## src/rtl/key_debounce_pulse_if.sv

```systemverilog
`default_nettype none
// ============================================================================
// Module   : key_debounce_pulse_if
// Brief    : Key bundle between the raw push-buttons and their consumers.
//            Carries the raw levels in and the debounced level and event
//            pulses out, one bit per key, keys numbered 1..N.
// Revision : 1.0 - initial release
// ============================================================================
interface key_debounce_pulse_if #(
  parameter int N = 6
) ();

  logic [N:1] key_raw;
  logic [N:1] key_level;
  logic [N:1] key_press;
  logic [N:1] key_release;
  logic [N:1] key_long;

  // Board side: drives the raw buttons and consumes the events
  modport master (
    output key_raw,
    input  key_level,
    input  key_press,
    input  key_release,
    input  key_long
  );

  // Conditioning block side
  modport slave (
    input  key_raw,
    output key_level,
    output key_press,
    output key_release,
    output key_long
  );

endinterface
`default_nettype wire

```

## src/rtl/key_debounce_pulse.sv

```systemverilog
`default_nettype none
// ============================================================================
// Module   : key_debounce_pulse
// Brief    : Per-key synchronizer, debouncer and press/release/long-press
//            event generator with optional auto-repeat. Keys are fully
//            independent; every output is registered.
// Revision : 1.0 - initial release
// ============================================================================
module key_debounce_pulse #(
  parameter int         N        = 6,
  parameter int         DEB_CYC  = 1_000_000,
  parameter int         HOLD_CYC = 50_000_000,
  parameter int         REP_CYC  = 10_000_000,
  parameter logic [N:1] REP_MASK = '0
) (
  input  wire logic             clk,
  input  wire logic             Rst,
  key_debounce_pulse_if.slave   bus
);

  localparam int DW   = $clog2(DEB_CYC);
  localparam int HMAX = (HOLD_CYC > REP_CYC) ? HOLD_CYC : REP_CYC;
  localparam int HW   = $clog2(HMAX + 1);

  localparam logic [DW-1:0] DEB_LAST  = DW'(DEB_CYC - 1);
  localparam logic [HW-1:0] HOLD_LAST = HW'(HOLD_CYC - 1);
  localparam logic [HW-1:0] HOLD_SAT  = HW'(HOLD_CYC);
  localparam logic [HW-1:0] REP_LAST  = HW'(REP_CYC - 1);
  localparam logic [HW-1:0] HCNT_ONE  = HW'(1);
  localparam logic [DW-1:0] DCNT_ONE  = DW'(1);

  typedef enum logic [1:0] {
    ST_IDLE   = 2'd0,
    ST_HELD   = 2'd1,
    ST_REPEAT = 2'd2
  } state_t;

  for (genvar i = 1; i <= N; i++) begin : g_key
    logic          sync1;
    logic          s;
    logic          level;
    logic [DW-1:0] dcnt;
    logic          accept;
    logic          rise;
    logic          fall;
    state_t        state;
    state_t        state_nx;
    logic [HW-1:0] hcnt;
    logic [HW-1:0] hcnt_nx;
    logic          press_nx;
    logic          rel_nx;
    logic          long_nx;
    logic          press_q;
    logic          rel_q;
    logic          long_q;

    // A level change is accepted on the edge that completes DEB_CYC
    // consecutive mismatching samples; the FSM sees it on that same edge so
    // the pulse lines up with the new debounced level.
    assign accept = (s != level) && (dcnt == DEB_LAST);
    assign rise   = accept &  s;
    assign fall   = accept & ~s;

    // Two-flop synchronizer followed by the restartable debounce counter
    always_ff @(posedge clk) begin
      if (Rst) begin
        sync1 <= 1'b0;
        s     <= 1'b0;
        level <= 1'b0;
        dcnt  <= '0;
      end else begin
        sync1 <= bus.key_raw[i];
        s     <= sync1;
        if (s == level) begin
          dcnt <= '0;
        end else if (dcnt == DEB_LAST) begin
          level <= s;
          dcnt  <= '0;
        end else begin
          dcnt <= dcnt + DCNT_ONE;
        end
      end
    end

    // Event FSM state, hold counter and registered pulses
    always_ff @(posedge clk) begin
      if (Rst) begin
        state   <= ST_IDLE;
        hcnt    <= '0;
        press_q <= 1'b0;
        rel_q   <= 1'b0;
        long_q  <= 1'b0;
      end else begin
        state   <= state_nx;
        hcnt    <= hcnt_nx;
        press_q <= press_nx;
        rel_q   <= rel_nx;
        long_q  <= long_nx;
      end
    end

    // Next state and pulses; a release beats any long/repeat event due now
    always_comb begin
      state_nx = state;
      hcnt_nx  = hcnt;
      press_nx = 1'b0;
      rel_nx   = 1'b0;
      long_nx  = 1'b0;
      case (state)
        ST_IDLE: begin
          if (rise) begin
            press_nx = 1'b1;
            hcnt_nx  = '0;
            state_nx = ST_HELD;
          end
        end
        ST_HELD: begin
          if (fall) begin
            rel_nx   = 1'b1;
            hcnt_nx  = '0;
            state_nx = ST_IDLE;
          end else if (hcnt == HOLD_LAST) begin
            long_nx = 1'b1;
            if (REP_MASK[i]) begin
              press_nx = 1'b1;
              hcnt_nx  = '0;
              state_nx = ST_REPEAT;
            end else begin
              // Parked past the trigger value so the long event fires once
              hcnt_nx = HOLD_SAT;
            end
          end else if (hcnt < HOLD_LAST) begin
            hcnt_nx = hcnt + HCNT_ONE;
          end
        end
        ST_REPEAT: begin
          if (fall) begin
            rel_nx   = 1'b1;
            hcnt_nx  = '0;
            state_nx = ST_IDLE;
          end else if (hcnt == REP_LAST) begin
            press_nx = 1'b1;
            hcnt_nx  = '0;
          end else begin
            hcnt_nx = hcnt + HCNT_ONE;
          end
        end
        default: begin
          hcnt_nx  = '0;
          state_nx = ST_IDLE;
        end
      endcase
    end

    assign bus.key_level[i]   = level;
    assign bus.key_press[i]   = press_q;
    assign bus.key_release[i] = rel_q;
    assign bus.key_long[i]    = long_q;
  end : g_key

endmodule
`default_nettype wire

```

## src/flat_wrapper.sv

```systemverilog
// flat-port wrapper written by rule: the top's interface ports become plain ports
module key_debounce_pulse_flat 
#(
  parameter int         N        = 6,
  parameter int         DEB_CYC  = 1_000_000,
  parameter int         HOLD_CYC = 50_000_000,
  parameter int         REP_CYC  = 10_000_000,
  parameter logic [N:1] REP_MASK = '0
)
  (clk, Rst, bus_key_raw, bus_key_level, bus_key_press, bus_key_release, bus_key_long);
  key_debounce_pulse_if #(.N(N)) bus_i ();
  input  wire logic clk;
  input  wire logic Rst;
  input wire logic [$bits(bus_i.key_raw)-1:0] bus_key_raw;
  output wire logic [$bits(bus_i.key_level)-1:0] bus_key_level;
  output wire logic [$bits(bus_i.key_press)-1:0] bus_key_press;
  output wire logic [$bits(bus_i.key_release)-1:0] bus_key_release;
  output wire logic [$bits(bus_i.key_long)-1:0] bus_key_long;
  assign bus_i.key_raw = bus_key_raw;
  assign bus_key_level = bus_i.key_level;
  assign bus_key_press = bus_i.key_press;
  assign bus_key_release = bus_i.key_release;
  assign bus_key_long = bus_i.key_long;
  key_debounce_pulse #(.N(N), .DEB_CYC(DEB_CYC), .HOLD_CYC(HOLD_CYC), .REP_CYC(REP_CYC), .REP_MASK(REP_MASK)) u_core (.clk(clk), .Rst(Rst), .bus(bus_i));
endmodule
```

## config.mk

```make
export PLATFORM = sky130hd
export DESIGN_NAME = key_debounce_pulse_flat
export DESIGN_NICKNAME = d
export VERILOG_FILES = /design/src/rtl/key_debounce_pulse_if.sv /design/src/rtl/key_debounce_pulse.sv /design/src/flat_wrapper.sv
export SDC_FILE = /design/constraint.sdc
export NUM_CORES = 1
export LEC_CHECK = 0
export CAP_MARGIN = 10
export CORE_ASPECT_RATIO = 0.6
export CORE_MARGIN = 2
export CORE_UTILIZATION = 62
export DETAILED_ROUTE_END_ITERATION = 16
export PLACE_DENSITY = 0.88
export SYNTH_ARGS = -nofsm -noshare
export SYNTH_HDL_FRONTEND = slang
export SYNTH_SLANG_ARGS = --single-unit
```

## constraint.sdc

```tcl
create_clock -name clk -period 3.6 [get_ports clk]
set_clock_uncertainty 0.1 [all_clocks]
set_input_delay 0.72 -clock clk [delete_from_list [all_inputs] [get_ports clk]]
set_output_delay 0.72 -clock clk [all_outputs]
set_load 0.01 [all_outputs]
```

# [Word level (Yosys, flattened, before mapping)]
# Cells that the tools add are included.
[word_totals] register_bits=324 latch_bits=0 mem_bits_rw=0 romBits=0 inputBits=8 output_inout_bits=24 word_cells=318 n_memories=0
[classes] add_sub_neg=12 n_mul=0 n_div=0 magnitude_cmp=6 eq_ne=60 shift=0 mux=96 bitwise=36 n_reduce_logical=54
[ops] operator="$mux W26" n=36
[ops] operator="$pmux W26 S3" n=6
[ops] operator="$add A26 B1 Y26 const B" n=6
[ops] operator="$eq A26 B24 Y1 const B" n=6
[ops] operator="$eq A26 B26 Y1 const B" n=6
[ops] operator="$lt A26 B26 Y1 const B" n=6
[ops] operator="$add A20 B1 Y20 const B" n=6
[ops] operator="$eq A20 B20 Y1 const B" n=6
[ops] operator="$reduce_and A2 Y1" n=18
[ops] operator="$reduce_or A3 Y1" n=12
[ops] operator="$mux W1" n=30
[ops] operator="$mux W2" n=12
[ops] operator="$ne A2 B1 Y1 const B" n=12
[ops] operator="$ne A4 B1 Y1 const B" n=6
[ops] operator="$not A1 Y1" n=24
[ops] operator="$pmux W2 S2" n=6
[ops] operator="$reduce_or A2 Y1" n=12
[ops] operator="$and A1 B1 Y1" n=12
[ops] operator="$eq A2 B1 Y1 const B" n=6
[ops] operator="$eq A2 B2 Y1 const B" n=6
[ops] operator="$logic_not A2 Y1" n=6
[ops] operator="$pmux W1 S2" n=6
[ops] operator="$eq A1 B1 Y1" n=6
[ops] operator="$logic_and A1 B1 Y1" n=6
[ops] operator="$ne A1 B1 Y1" n=6

# [Longest topological paths before layout]
[logic_depth] word_depth=5 depth_mapped=10 ltp_nobuf=7

# [Least setup slack after synthesis]
# Ideal clock, no wire load.
[synth_path] kind="register to register" start="register u_core.g_key[1].dcnt[0]" end="register u_core.g_key[1].hcnt[23]" setup_time_ps=70 arrival_ps=2169 t_required_ps=3430 setup_slack_ps=1260 stages_incl_launch_ff=10 n_path_buf=2 period_less_slack_ps=2340 path_cell_list="dfxtp_1 -> ha_1 -> nand3_1 -> or4_4 -> o31ai_4 -> buf_6 -> o31ai_2 -> buf_6 -> or3_1 -> a21oi_1"
[synth_between] elab_chain_cells=5 elab_cells_between_ends=10 classes_between="3 x eq/ne; 3 x mux; 2 x bitwise; 2 x reduce/logical"
[synth_lines] element="from (decl)" line="key_debounce_pulse.sv:42" rtl="logic [DW-1:0] dcnt;"
[synth_lines] element="from (signal assigned)" line="key_debounce_pulse.sv:80" rtl="dcnt <= dcnt + DCNT_ONE;"
[synth_lines] element="$eq A20 B20 Y1 *" line="key_debounce_pulse.sv:60" rtl="assign accept = (s != level) && (dcnt == DEB_LAST);"
[synth_lines] element="$logic_and A1 B1 Y1 *" line="key_debounce_pulse.sv:60"
[synth_lines] element="$and A1 B1 Y1, on equally long branches" line="key_debounce_pulse.sv:62, key_debounce_pulse.sv:61"
[synth_lines] element="$mux W26 (tied with other cells)" line="key_debounce_pulse.sv:137" rtl="if (fall) begin"
[synth_lines] element="$pmux W26 S3 or $reduce_and A2 Y1 (tied branches)"
[synth_lines] element="to (signal assigned)" line="key_debounce_pulse.sv:95" rtl="hcnt <= hcnt_nx;"
[synth_lines] element="to (decl)" line="key_debounce_pulse.sv:48" rtl="logic [HW-1:0] hcnt;"
# Mark *: on every way between the ends. The rest lies on a longest branch, timed or not.
# A chain may end at the register's enable or synchronous reset.

# [Worst setup path after layout]
[layout_path] start="register u_core.g_key[6].dcnt[0]" end="register u_core.g_key[6].hcnt[21]"
[layout_between] elab_chain_cells=5 elab_cells_between_ends=10 classes_between="3 x eq/ne; 3 x mux; 2 x bitwise; 2 x reduce/logical"
[layout_lines] element="from (decl)" line="key_debounce_pulse.sv:42"
[layout_lines] element="from (signal assigned)" line="key_debounce_pulse.sv:80"
[layout_lines] element="$eq A20 B20 Y1 *" line="key_debounce_pulse.sv:60"
[layout_lines] element="$logic_and A1 B1 Y1 *" line="key_debounce_pulse.sv:60"
[layout_lines] element="$and A1 B1 Y1, on equally long branches" line="key_debounce_pulse.sv:62, key_debounce_pulse.sv:61"
[layout_lines] element="$mux W26 (tied with other cells)" line="key_debounce_pulse.sv:137"
[layout_lines] element="$pmux W26 S3 or $reduce_and A2 Y1 (tied branches)"
[layout_lines] element="to (signal assigned)" line="key_debounce_pulse.sv:95"
[layout_lines] element="to (decl)" line="key_debounce_pulse.sv:48"
# Marked as above.

==> metrics.md <==
| Metric | Value |
|---|---|
| Status | `complete, no violations` |
| Port bufs | `31` |
| Slew HR | `between 30% and 40%` |
| Layout cells sized above 1 | `around 6.1%` |
| Period utilization | `80.2%` |
| Critical path class | `reg -> reg` |
| Area of the die | `0.0279 sq mm` |
| Reg-to-reg critical path startpoint | `u_core.g_key[6].dcnt[0]` |
| H-tree depth | `1` |
| Critical-path top delay cell | `o31a_1` |
| Hold endpoint | `u_core.g_key[5].s` |
| WP data required | `slightly below 4000 ps` |
| Number of flops mapped to enable cells by yosys | `0` |
| Grt ovf | `0` |
| CTS Root Cell | `clkbuf_16` |
| Tmin final | `2890 ps` |
| Most common cell after layout, fill and taps aside | `dfxtp_1` |
| Drt via density | `roughly 6.5` |
| Global Route met3 Usage | `5.80%` |
| R2R Setup Slk | `about 710 ps` |
| Crit path DAT | `3260 ps` |
| Sequential-to-total area share from yosys stat | `38.6%` |
| Endpoints failing setup | `0` |
| Most crowded layer after global routing | `met2` |
| Leakage power | `roughly 5.6 nW` |
| Hold_ws | `around 340 ps` |
| Final Slew Violations | `0` |
| Drt drc | `0` |
| Maximum clock insertion buffer count | `3` |
| Clock sink total | `318` |
| Clock-pin transition on the worst setup and hold timing paths | `approximately 70 ps` |
| M1 GR Usage | `40.9%` |
| Max cap viols | `0` |
| Final wirelength | `slightly above 40 mm` |
| Post-CTS Setup Inserts | `0` |
| Hold/Removal Path Class | `reg -> reg` |
| Via Count | `around 16,000` |
| Yosys cell types | `93` |
| Critical Path Sink Type | `register` |
| Avg Inst Size Synth | `about 8.2 sq um` |
| Leading area contributor after synthesis | `dfxtp_1` |
| Dominant cells by area after synthesis | `dfxtp_1 (39%), nor2_1 (4.7%), nand3_1 (4.4%)` |
| Horiz. Die Dim | `approximately 210 microns` |
| DR iter-0 viols | `1,799` |
| Met2 usage | `43.4%` |
| Top FF cell, synth | `dfxtp_1` |
| Final instance area | `between 0.015 and 0.02 sq mm` |
| Peak VDD IR | `about 390 uV` |
| Post-CTS Resized | `0` |
| HPWL after detailed placement | `28.2 mm` |
| Pin count of the biggest net entering global routing | `74` |
| Antenna Nets Post-Route | `0` |
| First-pass GRT wire length | `between 60 and 70 mm` |
| Placement-stage cell area | `about 0.017 sq mm` |
| Antenna violations before repair | `0` |
| RR Endpoint | `u_core.g_key[6].hcnt[21]` |
| Hold_sp | `u_core.g_key[5].sync1` |
| Final RePlAce weighted congestion | `0.961` |
| Post-Synthesis Cell Area | `~0.016 sq mm` |
| Row cnt | `46` |
| Cts bufs inserted | `29` |
| Worst-Skew Late Latency | `between 500 and 600 ps` |
| Die height | `130 microns` |
| Most frequent cells in the layout | `dfxtp_1 (318), nor2_1 (206), nand2_1 (180)` |
| Hold buffers post-CTS | `0` |
| Overall global routing resource usage | `roughly 28%` |
| Pin slew with the least headroom to its limit | `approximately 970 ps` |
| CTS tree | `built` |
| CP Max Fanout | `16` |
| Area Growth Syn to Fin | `8.84%` |
| Pwr dens | `404 mW/mm^2` |
| Startpoint types | `register` |
| Number of nets in the layout | `between 2,000 and 2,500` |
| WL per Instance | `17.3 microns` |
| Max Clk Rate | `346 MHz` |
| Cells after Synth | `between 2,000 and 2,500` |
| Yosys warning count | `0` |
| DR pass1 iterations | `6` |
| RSZ-0062 raised after global routing | `false` |
| FF-to-FF path depth | `7` |
| Core area | `about 0.026 sq mm` |
| Vias in the first global route | `approximately 14,000` |
| Initial Util | `approximately 63%` |
| Yosys reg bits | `roughly 320` |
| CP cell instances | `ha_1 -> and4_1 -> nand4_1 -> o31a_1 -> and2_1 -> a221o_1 -> a221oi_1` |
| Post-Route Setup TNS | `0 ps` |
| Post-synth ARST share | `0%` |
| I/O pin count | `32` |
| Crit path largest cell delay | `510 ps` |
| Final hold vios | `0` |
| Antenna cell count | `0` |
| WHS Path Cells | `1` |
| Syn Nets | `between 2,000 and 2,500` |
| Area fraction of the dominant cell type after synthesis | `about 39%` |
## layer usage
| metal | wire, microns | vias up |
|---|---|---|
| met1 | 18700 | 7240 |
| met2 | 17500 | 776 |
| met3 | 4030 | 77 |
| met4 | 780 | 0 |
| li1 | - | 7448 |
| met5 | 0 | - |
## logic make-up after synthesis
kind of cell | Yosys count | share of synthesized area [%]
compound gates | 458 | 19.3
simple gates | 960 | 30.9
xor+xnor | 96 | 5.10
buf+inv | 163 | 4.56
flops | 318 | 38.6
mux | 10 | 0.608
fa+ha+maj | 12 | 0.911
## synthesized netlist by cell type, types with 24 or more instances
cell        n
dfxtp_1   318
nor2_1    206
nand2_1   180
nand3_1   146
a21oi_1   111
o21ai_0    79
nand4_1    73
clkbuf_1   59
and3_1     56
xor2_1     55
nor3_1     52
a31oi_1    51
inv_1      46
xnor2_1    41
or3_1      40
nor4_1     36
and4_1     30
buf_2      28
o31ai_1    26
buf_4      24
nor2b_1    24
## through the flow
stage                     utilization, %  std cells  setup WS (ps)  total power, W
after floorplan                        -       2017           1260         0.00382
after global placement              64.3       2320            764         0.00390
after detailed placement            64.3       2320            760         0.00391
after CTS                           68.3       2372            733         0.00727
after global routing                68.3       2373            481         0.00745
final                               68.3       2373            712         0.00725
## worst max-delay path by stage
stage / from / to
floorplan: u_core.g_key[1].dcnt[0] / u_core.g_key[1].hcnt[23]
global placement: u_core.g_key[1].hcnt[12] / u_core.g_key[1].hcnt[12]
detailed placement: u_core.g_key[1].hcnt[12] / u_core.g_key[1].hcnt[15]
CTS: u_core.g_key[1].hcnt[12] / u_core.g_key[1].hcnt[13]
global route: u_core.g_key[6].dcnt[0] / u_core.g_key[6].hcnt[7]
finish: u_core.g_key[6].dcnt[0] / u_core.g_key[6].hcnt[21]
## report_power, final
group	switching, W	internal [W]
combinational	0.000211	0.0000810
sequential	0.0000190	0.00353
clock	0.00137	0.00203
total	0.00160	0.00564
## critical path: cells and delay by family (launching register included)
family	cells	cell delay (ps)
adder cells (fa/ha/maj)	1	220
flip-flops	1	370
AO/OA/AOI/OAI	3	1240
AND/OR/NAND/NOR	3	860
## final cells by class
cell class | count | area [sq um]
well taps | 360 | 450
clock inverters | 12 | 216
clock buffers | 40 | 827
flip-flops and latches | 318 | 6370
fillers | 2066 | 8310
repair buffers | 59 | 534
inverters | 48 | 180
multi-input cells | 1536 | 9360
## flip-flops by register name, indices dropped and copies added (netlist names)
signal	cells
u_core.g_key.dcnt	120
u_core.g_key.hcnt	156
u_core.g_key.level	6
u_core.g_key.long_q	6
u_core.g_key.press_q	6
u_core.g_key.rel_q	6
u_core.g_key.s	6
u_core.g_key.state	6
u_core.g_key.sync1	6
No activity file was read; power rests on OpenSTA's default activity.
